**src/rtl/euler_step_ctrl.sv**
```systemverilog
// Euler-step sequencer: walks `length` elements through read -> add -> multiply -> write.
// Optional MWAIT watchdog is enabled by defining MUL_TIMEOUT_EN.
module euler_step_ctrl #(
  parameter int ADD_SIZE = 16,
  parameter int TIMEOUT  = 64
) (
  input  logic                clk,
  input  logic                rst,
  input  logic                start,
  input  logic [ADD_SIZE-1:0] src_base,
  input  logic [ADD_SIZE-1:0] dst_base,
  input  logic [ADD_SIZE-1:0] length,
  input  logic                ovf,
  input  logic                mul_done,
  output logic                rd_en,
  output logic [ADD_SIZE-1:0] rd_addr,
  output logic                mul_start,
  output logic                wr_en,
  output logic [ADD_SIZE-1:0] wr_addr,
  output logic                busy,
  output logic                done,
  output logic                err
);

  typedef enum logic [3:0] {
    S_IDLE, S_FETCH, S_ADD, S_MSTART, S_MWAIT, S_WRITE, S_NEXT, S_DONE, S_ERR
  } state_t;

  state_t              r_state, w_state_nx;
  logic [ADD_SIZE-1:0] r_src, r_dst, r_len, r_idx;
  logic                r_err;
  logic                w_timeout;
  logic                w_accept;
  logic                w_last;

  assign w_accept = (r_state == S_IDLE) && start;
  assign w_last   = (r_idx == r_len - ADD_SIZE'(1));

`ifdef MUL_TIMEOUT_EN
  localparam int TW = $clog2(TIMEOUT + 1);
  logic [TW-1:0] r_tcnt;

  // r_tcnt holds (MWAIT cycles so far - 1) during MWAIT; cleared on the way in.
  always_ff @(posedge clk or posedge rst) begin
    if (rst)                      r_tcnt <= '0;
    else if (r_state == S_MSTART) r_tcnt <= '0;
    else if (r_state == S_MWAIT)  r_tcnt <= r_tcnt + TW'(1);
  end

  assign w_timeout = (r_state == S_MWAIT) && (r_tcnt == TW'(TIMEOUT - 1));
`else
  assign w_timeout = 1'b0;
`endif

  always_ff @(posedge clk or posedge rst) begin
    if (rst) r_state <= S_IDLE;
    else     r_state <= w_state_nx;
  end

  always_comb begin
    w_state_nx = r_state;
    unique case (r_state)
      S_IDLE:   if (start) w_state_nx = (length == '0) ? S_DONE : S_FETCH;
      S_FETCH:  w_state_nx = S_ADD;
      S_ADD:    w_state_nx = ovf ? S_ERR : S_MSTART;
      S_MSTART: w_state_nx = S_MWAIT;
      S_MWAIT: begin
        if (mul_done)       w_state_nx = ovf ? S_ERR : S_WRITE;
        else if (w_timeout) w_state_nx = S_ERR;
      end
      S_WRITE:  w_state_nx = S_NEXT;
      S_NEXT:   w_state_nx = w_last ? S_DONE : S_FETCH;
      S_DONE:   w_state_nx = S_IDLE;
      S_ERR:    w_state_nx = S_IDLE;
      default:  w_state_nx = S_IDLE;
    endcase
  end

  // Run context is captured once at start so input changes mid-run are harmless.
  always_ff @(posedge clk or posedge rst) begin
    if (rst) begin
      r_src <= '0;
      r_dst <= '0;
      r_len <= '0;
      r_idx <= '0;
      r_err <= 1'b0;
    end else begin
      if (w_accept) begin
        r_src <= src_base;
        r_dst <= dst_base;
        r_len <= length;
        r_idx <= '0;
        r_err <= 1'b0;
      end else if (r_state == S_NEXT && !w_last) begin
        r_idx <= r_idx + ADD_SIZE'(1);
      end
      if (w_state_nx == S_ERR) r_err <= 1'b1;
    end
  end

  assign rd_en     = (r_state == S_FETCH);
  assign rd_addr   = r_src + r_idx;
  assign mul_start = (r_state == S_MSTART);
  assign wr_en     = (r_state == S_WRITE);
  assign wr_addr   = r_dst + r_idx;
  assign busy      = (r_state != S_IDLE);
  assign done      = (r_state == S_DONE) || (r_state == S_ERR);
  assign err       = r_err;

endmodule

```
**config.mk**
```make
export PLATFORM = sky130hd
export DESIGN_NAME = euler_step_ctrl
export DESIGN_NICKNAME = d
export VERILOG_FILES = /design/src/rtl/euler_step_ctrl.sv
export SDC_FILE = /design/constraint.sdc
export NUM_CORES = 1
export LEC_CHECK = 0
export CAP_MARGIN = 20
export CORE_MARGIN = 4
export CORE_UTILIZATION = 48
export CTS_CLUSTER_DIAMETER = 120
export CTS_CLUSTER_SIZE = 24
export DETAILED_ROUTE_END_ITERATION = 10
export PLACE_DENSITY = 0.79
export SETUP_SLACK_MARGIN = 0.02
export SYNTH_ARGS = -nofsm -noshare
export SYNTH_HDL_FRONTEND = slang
export SYNTH_SLANG_ARGS = --single-unit
```
**constraint.sdc**
```tcl
create_clock -name clk -period 2.75 [get_ports clk]
set_input_delay 0.55 -clock clk [delete_from_list [all_inputs] [get_ports clk]]
set_output_delay 0.55 -clock clk [all_outputs]
set_load 0.05 [all_outputs]
```
=== Word level (Yosys, flattened, before mapping) ===
Cells that the tools add are included.

* Flip-flop bits (word level): 69
* Input bits: 53
* Logic and storage cells: 40

* $add $sub $neg: 4
* Eq/ne operators: 10
* Mux-type cells: 11
* Reductions and logical operators: 9

{| class="wikitable"
|+ Operator list
! operator !! number
|-
| adder 16 bit || 2
|-
| 2-to-1 mux 16 bit || 2
|-
| one-hot mux 4 bit (7 select lines) || 1
|-
| adder 16 x 1 -> 16 bit (second input constant) || 1
|-
| equality test 16 bit || 1
|-
| equality test 4 x 3 -> 1 bit (second input constant) || 4
|-
| logical NOT 16 bit || 1
|-
| 2-to-1 mux 4 bit || 4
|-
| subtractor 16 x 1 -> 16 bit (second input constant) || 1
|-
| equality test 4 x 2 -> 1 bit (second input constant) || 2
|-
| equality test 4 bit (second input constant) || 2
|-
| 2-to-1 mux 3 bit || 2
|-
| equality test 4 x 1 -> 1 bit (second input constant) || 1
|-
| logical NOT 4 bit || 1
|-
| nonzero test 2 bit || 2
|-
| nonzero test 4 bit || 1
|-
| logical AND 1 bit || 2
|-
| 2-to-1 mux 1 bit || 2
|-
| logical NOT 1 bit || 1
|-
| logical OR 1 bit || 1
|}

=== Depth between registers and ports, before layout ===
Gate-level depths: netlist of the first run.

* Word-level depth: 6
* Depth in mapped cells: 11
* Mapped depth without buffers: 10

=== Worst setup path after synthesis of the first run ===
No wires, ideal clock.

* Path type: register to output
* Start: reg r_idx[0]
* End: out wr_addr[14]
* Arrival time: 3.677 ns
* Path slack: -1.477 ns
* Stages on the path, launching flop included: 11
* Cell sequence: dfrtp_1 > ha_1 > inv_1 > fa_1 > nor2b_1 > o21a_1 > o21ai_0 > a21oi_1 > a211o_1 > nand2_1 > o311ai_0

* Longest elaborated chain between the ends: 1

{| class="wikitable"
|+ Ends and longest elaborated chain
! element !! line !! source
|-
| start: declaration || 30 || <nowiki>logic [ADD_SIZE-1:0] r_src, r_dst, r_len, r_idx;</nowiki>
|-
| start signal: assignment || 95 || <nowiki>r_idx <= r_idx + ADD_SIZE'(1);</nowiki>
|-
| adder 16 bit || 105 || <nowiki>assign wr_addr = r_dst + r_idx;</nowiki>
|-
| end: declaration || 19 || <nowiki>output logic [ADD_SIZE-1:0] wr_addr,</nowiki>
|}

No other way between the ends.

=== Worst setup path in the final report of the first run ===
* Start: reg r_idx[0]
* End: out rd_addr[15]

* Longest elaborated chain between the ends: 1

{| class="wikitable"
|+ Ends and longest elaborated chain
! element !! line !! source
|-
| adder 16 bit || 102 || <nowiki>assign rd_addr = r_src + r_idx;</nowiki>
|-
| end: declaration || 16 || <nowiki>output logic [ADD_SIZE-1:0] rd_addr,</nowiki>
|}

No other way between the ends.

==> results.sh, run 1 <==
export IMPL_detail_route_drc_violations=0
export IMPL_fraction_of_post_synthesis_cell_area_in_the_top_cell_type_by_area_pct=35.2
export IMPL_setup_worst_path_end="rd_addr[15]"
export IMPL_tightest_slew_ps=500
export IMPL_crit_family="compound AO/OA/AOI/OAI gates"
export IMPL_grt_start_max_net_pins=70
export IMPL_synthesis_nets=690
export IMPL_critical_path_arrival_ps=2880
export IMPL_synth_seq_area_share_pct=35.2
export IMPL_reg2reg_to="r_idx[7]$_DFFE_PP0P_"
export IMPL_ys_warn_count=0
export IMPL_final_critical_path_setup_slack_ps=-676
export IMPL_min_period_over_period_pct=125
export IMPL_detailedRoute_firstPassIterationCount=5
export IMPL_floorplan_initialDensity_pct=49.7
export IMPL_fin_crit_ps=3430
export IMPL_finalNetCount=883
export IMPL_synth_edf_count=0
export IMPL_regToRegStartpoint="r_len[1]$_DFFE_PP0P_"
export IMPL_number_of_clock_buffers_inserted_by_tritoncts=9
export IMPL_path_clk_slew_ps=80
export IMPL_finClkSkew_ps=12.1
export IMPL_worst_setup_path_end_kind="output pin"
export IMPL_maxSlewHeadroom_pct=66.6
export IMPL_fin_util_pct=82.4
export IMPL_yosys_cell_types_count=60
export IMPL_cts_buffer_depth=2
export IMPL_floorplan_die_area_um2=11900
export IMPL_vias=5571
export IMPL_critPathLaunch="r_idx[0]$_DFFE_PP0P_"
export IMPL_path_cells="buf_6 -> ha_4 -> buf_4 -> a211oi_4 -> o21ai_2 -> a211oi_2 -> nor3_2 -> a2111oi_4 -> a21oi_2 -> xnor2_4 -> buf_12"
export IMPL_netlist_area_um2=4900
export IMPL_cp_max_fo=3
export IMPL_post_route_cells_drive_above_1_share_pct=36.7
export IMPL_insertedDiodeCount=0
export IMPL_slowest_delay_ps=430
export IMPL_timing_critical_path_from_type="flop"
export IMPL_ioPinCount=91
export IMPL_routedWlPerCell_um=19.7
export IMPL_highest_clock_frequency_the_design_can_meet_mhz=292
export IMPL_first_global_vias=5353
export IMPL_hp_class="flop to flop"
export IMPL_timing_critical_path_depth=11
export IMPL_viasPerCell=5.96
export IMPL_ir_worst_vdd_uv=679
export IMPL_yosys_cell_count_top_type="sky130_fd_sc_hd__nand2_1"
export IMPL_violations="negative setup slack"
export IMPL_globalplace_congestion=0.926
export IMPL_synth_area_top_cells="sky130_fd_sc_hd__dfrtp_1 35%, sky130_fd_sc_hd__nand2_1 13%, sky130_fd_sc_hd__ha_1 8.2%"
export IMPL_grt_total_usage_pct=27.1
export IMPL_synth_main_ff_cell="sky130_fd_sc_hd__dfrtp_1"
export IMPL_finalHoldViolations=0
export IMPL_antenna_violating_nets_post_route=0
export IMPL_final_hpwl_from_detailed_placement_um=10700
export IMPL_drt_iter0_markers=467
export IMPL_regToRegSetupSlack_ps=-360
export IMPL_wirelength_um=18400
export IMPL_ys_async_sr_fraction_pct=100
export IMPL_synth_top_area_cell="sky130_fd_sc_hd__dfrtp_1"
export IMPL_run_status="finished with violations"
export IMPL_total_leakage_power_nw=3.82
export IMPL_worst_path_buf_inv=3
export IMPL_rsz0062_at_grt="yes"
export IMPL_final_max_slew_viol_count=0
export IMPL_clock_root_buffer="sky130_fd_sc_hd__clkbuf_8"
export IMPL_timing_final_setup_violations=42
export IMPL_postSynthCellCount=603
export IMPL_total_power_w=0.00855
export IMPL_powerDensity_nw_per_um2=1050
export IMPL_required_ps=2200
export IMPL_synthesis_area_per_instance_um2=8.13
export IMPL_area_delta_synth_final_pct=65.9
export IMPL_grt_overflow_total=0
export IMPL_hold_path_depth=1
export IMPL_fp_coreArea_um2=9860
export IMPL_ff2ff_path_depth=10
export IMPL_worstSkewPairLatency_ps=370
export IMPL_critPathKind="flop to output pin"
export IMPL_grt_antenna_before_repair=0
export IMPL_netlist_top_cells_count="164 x sky130_fd_sc_hd__nand2_1, 69 x sky130_fd_sc_hd__dfrtp_1, 39 x sky130_fd_sc_hd__nor2_1"
export IMPL_placement_io_buffers=90
export IMPL_num_rows=36
export IMPL_die_height_um=109
export IMPL_cap_violations=0
export IMPL_die_width_um=109
export IMPL_synth_register_bits=69
export IMPL_grt_first_pass_wirelength_um=25300
export IMPL_cts_tree="yes"
export IMPL_cts_sinks=69
export IMPL_cts_htree_levels=3
export IMPL_crit_slowest_cell="sky130_fd_sc_hd__dfrtp_1"
==> what timing repair did <==
item	4_1_cts	5_1_grt
buffers inserted	15	13
pin swaps	59	48
cloned	3	0
gates resized for setup	77	60
hold buffers	0	0
endpoints found under the setup margin	40	42
==> placed cells by master, fill, tap and decap left out, types with 12 or more instances in the layout <==
cell,synthesis,routed
sky130_fd_sc_hd__ha_1,32,24
sky130_fd_sc_hd__nor3_1,20,14
sky130_fd_sc_hd__dfrtp_1,69,67
sky130_fd_sc_hd__or3_1,14,12
sky130_fd_sc_hd__xnor2_1,32,12
sky130_fd_sc_hd__nand2_1,164,163
sky130_fd_sc_hd__xnor2_2,0,16
sky130_fd_sc_hd__a21oi_2,0,17
sky130_fd_sc_hd__clkdlybuf4s50_1,0,60
sky130_fd_sc_hd__buf_12,0,29
sky130_fd_sc_hd__buf_6,1,13
sky130_fd_sc_hd__nor2_1,39,32
sky130_fd_sc_hd__buf_4,0,97
==> cell families (layout without fill, tap and decap cells) <==
| group | Yosys count | in the layout | share of synthesized area, % |
|---|---|---|---|
| flip-flops | 69 | 69 | 35.2 |
| AND/OR/NAND/NOR | 310 | 310 | 29.5 |
| buffers and inverters | 35 | 233 | 3.09 |
| XOR/XNOR | 41 | 41 | 7.33 |
| adder cells (fa/ha/maj) | 34 | 34 | 8.99 |
| AO/OA/AOI/OAI | 108 | 108 | 14.6 |
| multiplexers | 6 | 6 | 1.28 |
==> flip-flops by register name, indices dropped and copies added, names as in the netlist <==
signal	cells
r_len	16
r_state	4
r_idx	16
r_src	16
err	1
r_dst	16
==> report_power, final <==
group	internal (W)	leakage (nW)	total, W	switching [W]
clock	0.000515	0.110	0.000965	0.000450
sequential	0.00139	0.880	0.00172	0.000329
combinational	0.00257	2.83	0.00586	0.00329
total	0.00448	3.82	0.00855	0.00407
==> metal layers <==
metal | vias to the layer above | GRT usage (%) | share of wire (%)
li1 | 2515 | - | -
met1 | 2708 | 31.9 | 38
met2 | 272 | 49.5 | 51
met3 | 76 | 5.09 | 6.0
met4 | 0 | 9.02 | 5.0
met5 | - | 0 | 0
==> cell type report <==
type / instances / area, µm²
flip-flops and latches: 69 / 1730
inverters: 17 / 63.8
multi-input cells: 499 / 3880
clock buffers: 9 / 124
repair buffers: 200 / 2070
clock inverters: 7 / 98.8
well taps: 133 / 166
fillers: 524 / 1730
==> stage by stage <==
stage	instance area [µm²]	hold slack (ps)	std cells	setup slack, ps	setup TNS (ps)
after detailed placement	7070	465	890	-368	-5340
after floorplan	5180	452	603	-224	-2480
after CTS	7740	484	923	-562	-8480
final	8130	478	934	-676	-13270
after global routing	8130	515	934	-749	-16300
after global placement	7070	461	890	-310	-3590
==> worst min-delay path by stage <==
stage | from | endpoint
floorplan | r_dst[10]$_DFFE_PP0P_ | r_dst[10]$_DFFE_PP0P_
global placement | err$_DFFE_PP0P_ | err$_DFFE_PP0P_
detailed placement | err$_DFFE_PP0P_ | err$_DFFE_PP0P_
CTS | err$_DFFE_PP0P_ | err$_DFFE_PP0P_
global route | err$_DFFE_PP0P_ | err$_DFFE_PP0P_
finish | err$_DFFE_PP0P_ | err$_DFFE_PP0P_
No activity file was read; power rests on OpenSTA's default activity.
==> inputs of run 2 (changes only) <==
--- a/config.mk
+++ b/config.mk
@@ -6,7 +6,8 @@
 export NUM_CORES = 1
 export LEC_CHECK = 0
 export CAP_MARGIN = 20
-export CORE_MARGIN = 4
+export CORE_ASPECT_RATIO = 1.75
+export CORE_MARGIN = 1.5
 export CORE_UTILIZATION = 48
 export CTS_CLUSTER_DIAMETER = 120
 export CTS_CLUSTER_SIZE = 24
==> run 2 against run 1 <==
The run still ends with negative setup slack left. Clock power grew 26%. Maximum frequency rose by 0.21%. Non-clock buffer count increased by 14. Clock-buffer cell count up 1. Combinational power increased by 5.5%. Final cell count grew 0.64%. Core utilization is 3.3 points higher. Critical path depth shrank 1. Die area down 8.8%. Global-route usage rose by 7.4 points. Largest cell class unchanged.
==> results.sh, run 2 (synthesis gave the netlist of run 1 again) <==
export IMPL_min_period_over_period_pct=124
export IMPL_grt_antenna_before_repair=0
export IMPL_grt_overflow_total=0
export IMPL_rsz0062_at_grt="yes"
export IMPL_maxSlewHeadroom_pct=59.6
export IMPL_number_of_clock_buffers_inserted_by_tritoncts=9
export IMPL_viasPerCell=6.37
export IMPL_final_critical_path_setup_slack_ps=-668
export IMPL_ioPinCount=91
export IMPL_vias=5987
export IMPL_floorplan_die_area_um2=10800
export IMPL_area_delta_synth_final_pct=73.4
export IMPL_floorplan_initialDensity_pct=49.4
export IMPL_detail_route_drc_violations=0
export IMPL_tightest_slew_ps=607
export IMPL_cp_max_fo=3
export IMPL_clock_root_buffer="sky130_fd_sc_hd__clkbuf_16"
export IMPL_critical_path_arrival_ps=2870
export IMPL_fin_area_um2=8490
export IMPL_cap_violations=0
export IMPL_total_leakage_power_nw=4.01
export IMPL_globalplace_congestion=0.853
export IMPL_die_width_um=79.4
export IMPL_timing_critical_path_from_type="flop"
export IMPL_timing_final_setup_violations=41
export IMPL_hp_class="flop to flop"
export IMPL_cts_tree="yes"
export IMPL_finalNetCount=897
export IMPL_cts_hold_buf=0
export IMPL_grt_start_max_net_pins=33
export IMPL_grt_total_usage_pct=34.6
export IMPL_drt_iter0_markers=487
export IMPL_insertedDiodeCount=0
export IMPL_critPathKind="flop to output pin"
export IMPL_path_clk_slew_ps=60
export IMPL_filler_cell_count=455
export IMPL_finalHoldWorstSlack_ps=474
export IMPL_ir_worst_vdd_uv=842
export IMPL_final_hpwl_from_detailed_placement_um=11500
export IMPL_slowest_delay_ps=440
export IMPL_post_route_cells_drive_above_1_share_pct=39.3
export IMPL_cts_htree_levels=3
export IMPL_required_ps=2200
export IMPL_final_max_slew_viol_count=0
export IMPL_cts_buffer_depth=2
export IMPL_violations="negative setup slack"
export IMPL_highest_clock_frequency_the_design_can_meet_mhz=293
export IMPL_num_rows=48
export IMPL_grt_first_pass_wirelength_um=28700
export IMPL_detailedRoute_firstPassIterationCount=7
export IMPL_antenna_violating_nets_post_route=0
export IMPL_die_height_um=137
export IMPL_first_global_vias=6131
export IMPL_run_status="finished with violations"
export IMPL_most_common_layout_cells="163 x sky130_fd_sc_hd__nand2_1, 103 x sky130_fd_sc_hd__buf_4, 67 x sky130_fd_sc_hd__dfrtp_1"
export IMPL_path_cells="ha_4 -> buf_6 -> a211oi_4 -> o21ai_2 -> a221oi_2 -> a211oi_2 -> a41o_2 -> o41ai_4 -> xnor2_2 -> buf_12"
export IMPL_cts_sinks=69
export IMPL_fin_util_pct=85.7
export IMPL_placedInstanceArea_um2=7130
export IMPL_crit_slowest_cell="sky130_fd_sc_hd__dfrtp_2"
export IMPL_wirelength_um=21100
export IMPL_placement_io_buffers=90
export IMPL_worst_setup_path_end_kind="output pin"
export IMPL_routedWlPerCell_um=22.4
export IMPL_final_common_cell="sky130_fd_sc_hd__nand2_1"
export IMPL_worstSkewPairLatency_ps=340
export IMPL_fp_coreArea_um2=9910
export IMPL_finClkSkew_ps=11.1
export IMPL_fin_crit_ps=3420
export IMPL_powerDensity_nw_per_um2=1080
export IMPL_finalHoldViolations=0
-- run 2: cell count changes in the layout (fill, tap and decap cells not counted), sizes merged --
cell           previous run  this run
bufinv                    2         1
buf                     140       154
clkinvlp                  1         3
clkinv                    3         0
inv                      18        19
dlymetal6s2s              0         1
clkbuf                    9        10
clkdlybuf4s50            60        59
-- run 2: path summary, 6_finish.rpt --
| kind | start | end | slack (ps) | cells past startpoint |
|---|---|---|---|---|
| max in group asynchronous | rst | r_len[4]$_DFFE_PP0P_ | 1560 | 3 |
| min in group asynchronous | rst | r_dst[15]$_DFFE_PP0P_ | 550 | 2 |
| worst min register to register | err$_DFFE_PP0P_ | err$_DFFE_PP0P_ | 470 | 1 |
| worst min-delay path | err$_DFFE_PP0P_ | err$_DFFE_PP0P_ | 470 | 1 |
| worst max-delay path | r_idx[0]$_DFFE_PP0P_ | wr_addr[15] | -670 | 10 |
| worst max register to register | r_len[1]$_DFFE_PP0P_ | r_idx[11]$_DFFE_PP0P_ | -340 | 12 |
-- run 2: per-layer routing --
metal | GRT usage (%) | wire length, µm | part of all wire, % | up-vias
met3 | 6.13 | 1370 | 6.5 | 168
met2 | 64.4 | 10900 | 52 | 378
met5 | 0 | 0 | 0 | -
li1 | - | - | - | 2541
met4 | 26.1 | 1890 | 9.0 | 0
met1 | 32.5 | 6890 | 33 | 2900
-- run 2: through the flow --
step | worst slack, ps | instances | total power (W) | TNS [ps]
2_1_floorplan | -224 | 603 | 0.00478 | -2480
3_5_place_dp | -466 | 887 | 0.00701 | -6790
4_1_cts | -619 | 927 | 0.00855 | -8860
3_3_place_gp | -342 | 887 | 0.00682 | -4230
5_1_grt | -719 | 940 | 0.00952 | -16770
6_report | -668 | 940 | 0.00915 | -13810
-- run 2: timing repair --
action	CTS	global route
setup endpoints to repair	41	43
hold endpoints to repair	0	0
cloned	3	0
gates resized for setup	94	75
pin swaps	58	69
buffers inserted	22	18
-- run 2: cell type report --
class	instances	area, µm²	share of cell area [%]
Tap cell	125	156	1.84
Clock inverter	6	70.1	0.825
Sequential cell	69	1730	20.4
Timing Repair Buffer	214	2230	26.2
Multi-Input combinational cell	499	4020	47.3
Inverter	17	63.8	0.751
Clock buffer	10	229	2.70
-- run 2: power by group --
group          switching (W)  internal, W
sequential          0.000357      0.00140
combinational        0.00351      0.00267
clock               0.000509     0.000710
total                0.00438      0.00478
-- run 2: worst max-delay path: cells and delay by family, from the launching register on --
kind	cells	cell delay, ps
compound gates	6	1440
fa+ha+maj	1	190
flops	1	440
xor+xnor	1	170
buf+inv	2	280
==> inputs of run 3 (changes only) <==
--- a/config.mk
+++ b/config.mk
@@ -8,11 +8,11 @@
 export CAP_MARGIN = 20
 export CORE_ASPECT_RATIO = 1.75
 export CORE_MARGIN = 1.5
-export CORE_UTILIZATION = 48
+export CORE_UTILIZATION = 30
 export CTS_CLUSTER_DIAMETER = 120
 export CTS_CLUSTER_SIZE = 24
 export DETAILED_ROUTE_END_ITERATION = 10
-export PLACE_DENSITY = 0.79
+export PLACE_DENSITY = 0.55
 export SETUP_SLACK_MARGIN = 0.02
 export SYNTH_ARGS = -nofsm -noshare
 export SYNTH_HDL_FRONTEND = slang
==> run 3 against run 2 <==
Total power fell by 3.0%. Largest cell class unchanged. The flow still finishes with violations (negative setup slack). Cell area rose by 0.94%. Wire length fell by 23%. Highest routed layer unchanged.
==> results.sh, run 3 (synthesis gave the netlist of run 1 again) <==
export IMPL_slowest_delay_ps=440
export IMPL_powerDensity_nw_per_um2=1040
export IMPL_grt_overflow_total=0
export IMPL_ioPinCount=91
export IMPL_violations="negative setup slack"
export IMPL_detail_route_drc_violations=0
export IMPL_grt_first_pass_wirelength_um=26100
export IMPL_timing_final_setup_violations=39
export IMPL_final_max_slew_viol_count=0
export IMPL_finalNetCount=895
export IMPL_maxSlewHeadroom_pct=57.7
export IMPL_drt_iter0_markers=181
export IMPL_min_period_over_period_pct=122
export IMPL_crit_slowest_cell="sky130_fd_sc_hd__dfrtp_2"
export IMPL_antenna_violating_nets_post_route=0
export IMPL_final_common_cell="sky130_fd_sc_hd__nand2_1"
export IMPL_run_status="finished with violations"
export IMPL_finalHoldWorstSlack_ps=481
export IMPL_hp_class="flop to flop"
export IMPL_regToRegSetupSlack_ps=-280
export IMPL_placement_setup_worst_slack_ps=-419
export IMPL_total_leakage_power_nw=3.96
export IMPL_die_height_um=172
export IMPL_cts_htree_levels=3
export IMPL_finClkSkew_ps=7.32
export IMPL_floorplan_die_area_um2=17100
export IMPL_timing_critical_path_from_type="flop"
export IMPL_cp_max_fo=3
export IMPL_num_rows=61
export IMPL_total_power_w=0.00888
export IMPL_fin_crit_ps=3350
export IMPL_ir_worst_vdd_uv=533
export IMPL_crit_family="compound AO/OA/AOI/OAI gates"
export IMPL_first_global_vias=5583
export IMPL_grt_total_usage_pct=19.1
export IMPL_final_critical_path_setup_slack_ps=-602
export IMPL_detailedRoute_firstPassIterationCount=4
export IMPL_floorplan_initialDensity_pct=30.7
export IMPL_placement_io_buffers=90
export IMPL_fp_coreArea_um2=16000
export IMPL_routedWlPerCell_um=16.1
export IMPL_cts_tree="yes"
export IMPL_rsz0062_at_grt="yes"
export IMPL_most_common_layout_cells="163 x sky130_fd_sc_hd__nand2_1, 100 x sky130_fd_sc_hd__buf_4, 67 x sky130_fd_sc_hd__dfrtp_1"
export IMPL_required_ps=2200
export IMPL_worst_path_buf_inv=2
export IMPL_final_hpwl_from_detailed_placement_um=11800
export IMPL_number_of_clock_buffers_inserted_by_tritoncts=9
export IMPL_viasPerCell=5.12
export IMPL_grt_start_max_net_pins=70
export IMPL_cts_buffer_depth=2
export IMPL_highest_clock_frequency_the_design_can_meet_mhz=298
export IMPL_die_width_um=99.6
export IMPL_insertedDiodeCount=0
export IMPL_vias=5135
export IMPL_path_clk_slew_ps=50
export IMPL_wirelength_um=16200
export IMPL_grt_antenna_before_repair=0
export IMPL_critical_path_arrival_ps=2800
export IMPL_tightest_slew_ps=635
export IMPL_cts_sinks=69
export IMPL_finalHoldViolations=0
export IMPL_worst_setup_path_end_kind="output pin"
export IMPL_post_route_cells_drive_above_1_share_pct=37.1
export IMPL_cap_violations=0
export IMPL_globalplace_congestion=0.876
export IMPL_clock_root_buffer="sky130_fd_sc_hd__clkbuf_16"
export IMPL_area_delta_synth_final_pct=75.0
export IMPL_path_cells="ha_4 -> inv_2 -> fa_2 -> nor2b_2 -> o21a_1 -> o21ai_2 -> a21oi_2 -> a211o_1 -> a2111o_1 -> o311ai_4 -> buf_12"
export IMPL_worstSkewPairLatency_ps=330
export IMPL_critPathKind="flop to output pin"
run 3: cell count changes in the layout (fill, tap and decap cells not counted), moves of 3 or more:
cell                         delta
sky130_fd_sc_hd__a21oi_1        +4
sky130_fd_sc_hd__a21oi_2        -6
sky130_fd_sc_hd__o31ai_2        -3
sky130_fd_sc_hd__buf_4          -3
sky130_fd_sc_hd__buf_6          -3
sky130_fd_sc_hd__clkinvlp_4     -3
sky130_fd_sc_hd__buf_12         +3
run 3: routing by layer:
metal  GRT usage (%)  up-vias  routed length [µm]
met5               0        -                   0
met4            8.33        0                 419
met3            1.50       25                 325
met2            38.4       78                9500
met1            19.8     2507                5910
li1                -     2525                   -
run 3: tightest hold or removal path: stages, from the launching register on:
cell	delay [ps]
sky130_fd_sc_hd__dfrtp_1	340
sky130_fd_sc_hd__nand2_1	50
sky130_fd_sc_hd__nand2_1	60
run 3: cell type report:
type	count	area, µm²
flip-flops and latches	69	1730
fillers	1426	7380
well taps	189	236
clock inverters	4	70.1
clock buffers	12	256
repair buffers	212	2260
multi-input cells	499	3960
inverters	17	63.8
run 3: worst paths after layout:
| kind | cells past startpoint | start | to |
|---|---|---|---|
| max in group asynchronous | 3 | rst | r_idx[0]$_DFFE_PP0P_ |
| hold reg to reg | 2 | r_src[9]$_DFFE_PP0P_ | r_src[9]$_DFFE_PP0P_ |
| min in group asynchronous | 3 | rst | r_len[13]$_DFFE_PP0P_ |
| hold / removal | 2 | r_src[9]$_DFFE_PP0P_ | r_src[9]$_DFFE_PP0P_ |
| setup / recovery | 11 | r_idx[0]$_DFFE_PP0P_ | wr_addr[14] |
| setup reg to reg | 14 | r_len[0]$_DFFE_PP0P_ | r_idx[6]$_DFFE_PP0P_ |
run 3: per-stage QoR:
step,std cells,utilization [%],area (µm²),setup TNS [ps]
after global placement,958,45.5,7260,-5320
after floorplan,603,-,5180,-2480
after detailed placement,958,45.5,7260,-6330
after CTS,993,51.9,8280,-8430
after global routing,1002,53.8,8570,-13550
final,1002,53.8,8570,-9660
run 3: report_power, final:
group	switching (W)	total, W	internal, W
logic	0.00319	0.00589	0.00269
clock network	0.000430	0.00127	0.000840
registers	0.000324	0.00172	0.00140
total	0.00395	0.00888	0.00493
run 3: what timing repair did:
action                     in CTS  in global routing
gates cloned                    3                  0
hold buffers                    0                  0
buffers inserted               20                 12
pin swaps                      70                 47
setup endpoints to repair      40                 42
gates resized for setup       104                 41
